[src/rtl/xor_word_packer_if.sv]
// Handshake bundle for xor_word_packer: narrow beat input side and packed-word output side.
// Optional parity-check signals exist only with XOR_WORD_PACKER_PARITY_CHECK_EN.
interface xor_word_packer_if #(
  parameter int WIDTH = 32,
  parameter int CHUNK = 4
);
  localparam int BEATS = WIDTH / CHUNK;
  localparam int CW    = (BEATS > 1) ? $clog2(BEATS) : 1;

  logic             in_valid;
  logic             in_ready;
  logic [CHUNK-1:0] in_data;
  logic             flush;
  logic             out_valid;
  logic             out_ready;
  logic [WIDTH-1:0] out_word;
  logic             out_parity;
  logic [CW-1:0]    beat_cnt;
`ifdef XOR_WORD_PACKER_PARITY_CHECK_EN
  logic             exp_parity;
  logic             parity_err;
  logic [7:0]       err_cnt;
`endif

  modport slave (
    input  in_valid, in_data, flush, out_ready,
`ifdef XOR_WORD_PACKER_PARITY_CHECK_EN
    input  exp_parity,
    output parity_err, err_cnt,
`endif
    output in_ready, out_valid, out_word, out_parity, beat_cnt
  );

  modport master (
    output in_valid, in_data, flush, out_ready,
`ifdef XOR_WORD_PACKER_PARITY_CHECK_EN
    output exp_parity,
    input  parity_err, err_cnt,
`endif
    input  in_ready, out_valid, out_word, out_parity, beat_cnt
  );
endinterface

[src/rtl/xor_word_packer.sv]
// Packs CHUNK-bit beats LSB-first into WIDTH-bit words with running XOR parity and a
// one-entry registered output. XOR_WORD_PACKER_PARITY_CHECK_EN adds parity_err/err_cnt.
module xor_word_packer #(
  parameter int WIDTH = 32,
  parameter int CHUNK = 4
) (
  input logic            clk,
  input logic            rst_n,
  xor_word_packer_if.slave bus
);
  localparam int BEATS = WIDTH / CHUNK;
  localparam int CW    = (BEATS > 1) ? $clog2(BEATS) : 1;

  typedef struct packed {
    logic [WIDTH-1:0] word;
    logic             parity;
  } out_t;

  logic [WIDTH-1:0] acc, merged;
  logic             run_par, par_next;
  logic [CW-1:0]    cnt;
  out_t             out_q;
  logic             out_vld;
  logic             is_final, accept, load;

  assign is_final = (cnt == CW'(BEATS - 1));
  // Only the final beat needs room in the output register; earlier beats never stall.
  assign bus.in_ready = is_final ? (!out_vld || bus.out_ready) : 1'b1;
  assign accept   = bus.in_valid && bus.in_ready;
  assign load     = accept && is_final && !bus.flush;
  assign par_next = run_par ^ (^bus.in_data);

  for (genvar k = 0; k < BEATS; k++) begin : g_slice
    assign merged[k*CHUNK +: CHUNK] = (cnt == CW'(k)) ? bus.in_data : acc[k*CHUNK +: CHUNK];
  end

  always_ff @(posedge clk or negedge rst_n) begin
    if (!rst_n) begin
      acc     <= '0;
      run_par <= 1'b0;
      cnt     <= '0;
      out_q   <= '0;
      out_vld <= 1'b0;
    end else begin
      if (bus.flush || (accept && is_final)) begin
        acc     <= '0;
        run_par <= 1'b0;
        cnt     <= '0;
      end else if (accept) begin
        acc     <= merged;
        run_par <= par_next;
        cnt     <= cnt + CW'(1);
      end
      // A reload on the same cycle as a drain keeps out_valid high.
      if (load) begin
        out_q   <= '{word: merged, parity: par_next};
        out_vld <= 1'b1;
      end else if (out_vld && bus.out_ready) begin
        out_vld <= 1'b0;
      end
    end
  end

  assign bus.out_valid  = out_vld;
  assign bus.out_word   = out_q.word;
  assign bus.out_parity = out_q.parity;
  assign bus.beat_cnt   = cnt;

`ifdef XOR_WORD_PACKER_PARITY_CHECK_EN
  logic       perr;
  logic [7:0] ecnt;
  logic       mismatch;

  assign mismatch = par_next != bus.exp_parity;

  always_ff @(posedge clk or negedge rst_n) begin
    if (!rst_n) begin
      perr <= 1'b0;
      ecnt <= '0;
    end else if (load) begin
      perr <= mismatch;
      if (mismatch && ecnt != 8'hFF) ecnt <= ecnt + 8'd1;
    end
  end

  assign bus.parity_err = perr;
  assign bus.err_cnt    = ecnt;
`endif
endmodule

[src/flat_wrapper.sv]
// flat-port wrapper written by rule: the top's interface ports become plain ports
module xor_word_packer_flat 
#(
  parameter int WIDTH = 32,
  parameter int CHUNK = 4
)
  (clk, rst_n, bus_in_valid, bus_in_data, bus_flush, bus_out_ready, bus_in_ready, bus_out_valid, bus_out_word, bus_out_parity, bus_beat_cnt);
  xor_word_packer_if #(.WIDTH(WIDTH), .CHUNK(CHUNK)) bus_i ();
  input logic clk;
  input logic rst_n;
  input wire logic [$bits(bus_i.in_valid)-1:0] bus_in_valid;
  input wire logic [$bits(bus_i.in_data)-1:0] bus_in_data;
  input wire logic [$bits(bus_i.flush)-1:0] bus_flush;
  input wire logic [$bits(bus_i.out_ready)-1:0] bus_out_ready;
  output wire logic [$bits(bus_i.in_ready)-1:0] bus_in_ready;
  output wire logic [$bits(bus_i.out_valid)-1:0] bus_out_valid;
  output wire logic [$bits(bus_i.out_word)-1:0] bus_out_word;
  output wire logic [$bits(bus_i.out_parity)-1:0] bus_out_parity;
  output wire logic [$bits(bus_i.beat_cnt)-1:0] bus_beat_cnt;
  assign bus_i.in_valid = bus_in_valid;
  assign bus_i.in_data = bus_in_data;
  assign bus_i.flush = bus_flush;
  assign bus_i.out_ready = bus_out_ready;
  assign bus_in_ready = bus_i.in_ready;
  assign bus_out_valid = bus_i.out_valid;
  assign bus_out_word = bus_i.out_word;
  assign bus_out_parity = bus_i.out_parity;
  assign bus_beat_cnt = bus_i.beat_cnt;
  xor_word_packer #(.WIDTH(WIDTH), .CHUNK(CHUNK)) u_core (.clk(clk), .rst_n(rst_n), .bus(bus_i));
endmodule
[config.mk]
export PLATFORM = sky130hd
export DESIGN_NAME = xor_word_packer_flat
export DESIGN_NICKNAME = d
export VERILOG_FILES = /design/src/rtl/xor_word_packer_if.sv /design/src/rtl/xor_word_packer.sv /design/src/flat_wrapper.sv
export SDC_FILE = /design/constraint.sdc
export NUM_CORES = 1
export LEC_CHECK = 0
export ABC_AREA = 1
export CORE_MARGIN = 3
export CORE_UTILIZATION = 55
export CTS_CLUSTER_SIZE = 20
export DETAILED_ROUTE_END_ITERATION = 10
export PLACE_DENSITY = 0.88
export RECOVER_POWER = 50
export SYNTH_ARGS = -nofsm -noshare
export SYNTH_HDL_FRONTEND = slang
export SYNTH_SLANG_ARGS = --single-unit
[constraint.sdc]
create_clock -name clk -period 4.7 [get_ports clk]
set_input_delay 1.41 -clock clk [delete_from_list [all_inputs] [get_ports clk]]
set_output_delay 1.41 -clock clk [all_outputs]
set_load 0.005 [all_outputs]
==> impl_metrics.ini <==
[power_and_ir_drop]
sw_frac_of_total = 0.237
p_switching_mw = 0.276
p_total_mw = 1.16
ir_worst_vdd_mv = 0.171
p_int_mw = 0.888
p_comb_frac = 0.088
p_seq_frac = 0.541
power_density_mw_per_mm2 = 309
p_leak_nw = 1.96
p_clk_frac = 0.371

[placed_design]
gp_congestion = 0.802
dp_hpwl_um = 4500
portBuffers = 46
dp.cells = 493

[timing]
grt_setup_unrepaired = false
finClkSkew_ns = 0.00424
finalSetupTns_ns = 0
maxSlewHeadroom = -0.671
setup_viol = 0
fmax_mhz = 239
min_period_over_period = 0.889
worstMarginPinSlew_ns = 2.51
layout_min_cycle_time_ns = 4.18
hold_viol = 0
finalMaxSlewViolations = 50

[finish]
final-seq-area_mm2 = 0.00175
final_cell_mix = nand2_1, dfrtp_1, o21ai_0, clkdlybuf4s50_1, inv_1
drive_above_1_share = 0.0458
fillCellCount = 432
insertedDiodeCount = 0
multi_input_area_mm2 = 0.00120
fin_nets = 449
fin_cells = 507
syn_to_final_growth_pct = 21.4
mostFrequentLayoutCell = nand2_1

[cts]
cts_resized = 0
clock_path_buffers = 2
ctsHoldBuffers = 0
tritoncts = done
root_buffer = clkbuf_8
cts_setup_buffers = 0
cts.sinks = 70
htree_num_levels = 3
clk_pin_slew_ns = 0.06
clkLatencyLatePin_ns = 0.33
cts_buffers = 9

[logic_synthesis]
syn_area_mm2 = 0.00310
yosysWarnings = 0
ys_seq_area_frac = 0.564
syn_avg_cell_area_um2 = 8.04
synth_nets = 401
ys_seq_elements = 70
synth_cells = 386
synth_cell_type_count = 16

[worst_setup_path]
cp_data_required_time_ns = 3.29
path_buf_inv = 2
crit_type = in -> out
path_delay_family = buffers and inverters
crit_fanout = 2
arrival_ns = 2.77
critPathSlowestCell = dlygate4sd3_1
path_cells = dlygate4sd3_1 -> nor2_1 -> nand2_1 -> clkdlybuf4s50_1
max_stage_delay_ns = 0.55
critPathCaptureType = primary output
worstSetupStartpointType = input pin

[global_routing]
grt_pass1_vias = 2600
grt_overflow_total = 0
antenna_found_initial = 0
grt_pass1_wl_um = 11700
grt_max_degree = 50
grt_use_total = 0.235

[die]
core_mm2 = 0.00527
die_area_mm2 = 0.00658
initial_utilization = 0.589
fp-row-count = 26
ioPinCount = 47
chipWidth_um = 81.1
fp.dieH_um = 81.1

[run_status]
violations = capacitance limit, slew limit
outcome = finished, violations left

[min_path]
min_path_type = reg -> reg

[flow_run]
cap_violations = 1

[detailed_routing]
wl_per_cell_um = 13.3
antenna_left = 0
drt-initial-drc-count = 231
drt-pass1-iter-count = 4
vias = 2628
post-route-drc-count = 0
drt_wl_total_um = 6750
viasPerCell = 5.18
==> metrics by stage <==
| step | util | hold WS [ns] | setup slack, ns | cell area [um^2] |
|---|---|---|---|---|
| after floorplan | - | 0.442 | 1.64 | 3100 |
| after global placement | 0.683 | 0.453 | 0.734 | 3600 |
| after detailed placement | 0.683 | 0.457 | 0.717 | 3600 |
| after CTS | 0.716 | 0.474 | 0.704 | 3770 |
| after global routing | 0.715 | 0.480 | 0.457 | 3770 |
| final | 0.715 | 0.464 | 0.522 | 3770 |
==> cells in the mapped netlist <==
library cell  instances  share of area
buf_2                 5         0.0081
buf_4                 5          0.012
clkbuf_1              2         0.0024
dfrtp_1              70           0.56
ha_1                  6          0.024
inv_1                19          0.023
inv_2                 3         0.0036
nand2_1             222           0.27
nand3_1               5         0.0081
nor2_1                5         0.0060
nor2_2                1         0.0020
nor3_4                1         0.0052
o211ai_1              4         0.0097
o21ai_0              36          0.058
o22ai_1               1         0.0020
xnor2_1               1         0.0028
==> worst min-delay path, cell delays in order, from the launching register on <==
cell and delay, ns:
dfrtp_1 0.34, nand2_1 0.05, nand2_1 0.04
==> logic make-up after synthesis <==
group | synth area share
flops | 0.564
xor+xnor | 0.00282
compound gates | 0.0697
simple gates | 0.290
fa+ha+maj | 0.0242
buf+inv | 0.0492
==> routing by layer <==
layer  wire length [um]  vias to the layer above  GRT usage
li1                   -                     1282          -
met3                387                       14     0.0488
met1               2960                     1248      0.298
met4                106                        0     0.0845
met2               3300                       84      0.398
met5                  0                        -          0
==> final cells by class <==
type | count | share of cell area
sequential | 70 | 0.465
inverter | 22 | 0.0219
clock buffer | 13 | 0.0448
multi-input combinational | 282 | 0.318
timing repair buffer | 49 | 0.126
clock inverter | 1 | 0.00133
tap | 70 | 0.0232
==> state kept, by name (all words and copies together), names as in the netlist <==
register and count:
u_core.acc 32, u_core.bus.beat_cnt 3, u_core.bus.out_parity 1, u_core.bus.out_valid 1, u_core.bus.out_word 32, u_core.run_par 1
==> power groups by stage <==
| stage | logic, mW | registers [mW] | clock network, mW |
|---|---|---|---|
| floorplan | 0.0467 | 0.641 | 0 |
| global placement | 0.100 | 0.640 | 0 |
| detailed placement | 0.104 | 0.641 | 0 |
| CTS | 0.105 | 0.630 | 0.436 |
| global route | 0.116 | 0.632 | 0.472 |
| finish | 0.103 | 0.630 | 0.431 |
==> path summary, 6_finish.rpt <==
check                                                     from                             endpoint  slack [ns]  depth (start not counted)
setup reg to reg            u_core.bus.beat_cnt[0]$_DFFE_PN0P_  u_core.bus.out_word[10]$_DFFE_PN0P_        2.23                          7
min in group asynchronous                                rst_n   u_core.bus.out_word[8]$_DFFE_PN0P_        1.85                          1
setup / recovery                                 bus_out_ready                         bus_in_ready        0.52                          4
max in group asynchronous                                rst_n            u_core.acc[1]$_DFFE_PN0P_        1.22                          2
hold reg to reg            u_core.bus.out_word[24]$_DFFE_PN0P_  u_core.bus.out_word[24]$_DFFE_PN0P_        0.46                          2
hold / removal             u_core.bus.out_word[24]$_DFFE_PN0P_  u_core.bus.out_word[24]$_DFFE_PN0P_        0.46                          2
Power figures use the tool's default switching activity.
==> variant, RTL diff (config.mk and constraints unchanged) <==
`WIDTH` is set to 32 in 3 places; all go to 16.
--- a/src/rtl/xor_word_packer_if.sv
+++ b/src/rtl/xor_word_packer_if.sv
@@ -1,7 +1,7 @@
 // Handshake bundle for xor_word_packer: narrow beat input side and packed-word output side.
 // Optional parity-check signals exist only with XOR_WORD_PACKER_PARITY_CHECK_EN.
 interface xor_word_packer_if #(
-  parameter int WIDTH = 32,
+  parameter int WIDTH = 16,
   parameter int CHUNK = 4
 );
   localparam int BEATS = WIDTH / CHUNK;
--- a/src/rtl/xor_word_packer.sv
+++ b/src/rtl/xor_word_packer.sv
@@ -1,7 +1,7 @@
 // Packs CHUNK-bit beats LSB-first into WIDTH-bit words with running XOR parity and a
 // one-entry registered output. XOR_WORD_PACKER_PARITY_CHECK_EN adds parity_err/err_cnt.
 module xor_word_packer #(
-  parameter int WIDTH = 32,
+  parameter int WIDTH = 16,
   parameter int CHUNK = 4
 ) (
   input logic            clk,
--- a/src/flat_wrapper.sv
+++ b/src/flat_wrapper.sv
@@ -1,7 +1,7 @@
 // flat-port wrapper written by rule: the top's interface ports become plain ports
 module xor_word_packer_flat 
 #(
-  parameter int WIDTH = 32,
+  parameter int WIDTH = 16,
   parameter int CHUNK = 4
 )
   (clk, rst_n, bus_in_valid, bus_in_data, bus_flush, bus_out_ready, bus_in_ready, bus_out_valid, bus_out_word, bus_out_parity, bus_beat_cnt);
Interface: changed (resized bus_beat_cnt and bus_out_word); port bits go from 47 to 30. No check against the original RTL was run, so the function may have changed too.
==> variant against the original RTL <==
The run still ends with max-capacitance violations, max-slew violations left. Register-to-register slack worse by 0.17 ns. Cell count fell by 44%. Wire length down 49%. Sequential cell count down 33. Setup slack better by 0.17 ns. Final area fell by 45%. Area after synthesis fell by 44%. Worst hold slack better by 0.013 ns. Total power decreased by 49%. Critical path depth did not move. First-iteration DRC count down 77%. Largest power group unchanged.
==> variant: results <==
{
  "wl_met1_um": 1580,
  "gp_congestion": 0.787,
  "cts_made_buffers": 5,
  "grt_pass1_vias": 1238,
  "critPathArrivalTime_ns": 2.60,
  "port-buffer-count": 29,
  "clock_latency_ns": 0.35,
  "synth_cell_types": 19,
  "grt_usage_pct": 19.1,
  "p_per_area_nw_per_um2": 291,
  "power_frac_clock_pct": 26.4,
  "hold_ws_ns": 0.477,
  "max-cap-violations": 1,
  "dp.cells": 275,
  "p_leak_uw": 0.00101,
  "ir_drop_mv": 0.208,
  "grtUsageMet1_pct": 24.7,
  "setup_ws_ns": 0.688,
  "routed-via-count": 1378,
  "syn-num-nets": 221,
  "hold_path_end": "u_core.bus.out_word[9]",
  "synth_area_leaders": "dfrtp_1 53%, nand2_1 19%, o21ai_0 5.8%",
  "failed_checks": "max-capacitance violations, max-slew violations",
  "grt_use_met3_pct": 5.59,
  "wl_met2_um": 1620,
  "fin_skew_ns": 0.00384,
  "ff2ff_setup_slack_ns": 2.06,
  "wl_met3_um": 178,
  "placed_cell_area_um2": 2040,
  "report.final.slew_viol_count": 38,
  "drt_iter0_markers": 54,
  "nFillCells": 220,
  "dp_slack_ns": 0.763,
  "status": "finished, violations left",
  "grt_max_degree": 38
}
## variant: cell families (layout without fill, tap and decap cells)
kind of cell | count (synthesis) | count (layout) | share of synthesized area [%]
adders and majority gates | 4 | 4 | 2.89
AOI/OAI and AO/OA | 32 | 32 | 9.52
and+or+nand+nor | 103 | 103 | 25.3
buffers and inverters | 31 | 64 | 8.44
DFF | 37 | 37 | 53.4
xor gates and xnor gates | 1 | 1 | 0.505
## variant: area by class of cell
| cell class | instances | area [um^2] | area share (%) |
|---|---|---|---|
| clock buffer | 6 | 41.3 | 2.01 |
| clock inverter | 2 | 10.0 | 0.487 |
| inverter | 26 | 100 | 4.87 |
| multi-input combinational | 140 | 633 | 30.8 |
| sequential | 37 | 926 | 45.0 |
| tap | 42 | 52.6 | 2.55 |
| timing repair buffer | 30 | 294 | 14.3 |
## variant: critical path: stages
cell             delay [ns]
dlygate4sd3_1          0.53
inv_1                  0.07
nand3_1                0.11
clkdlybuf4s50_1        0.49
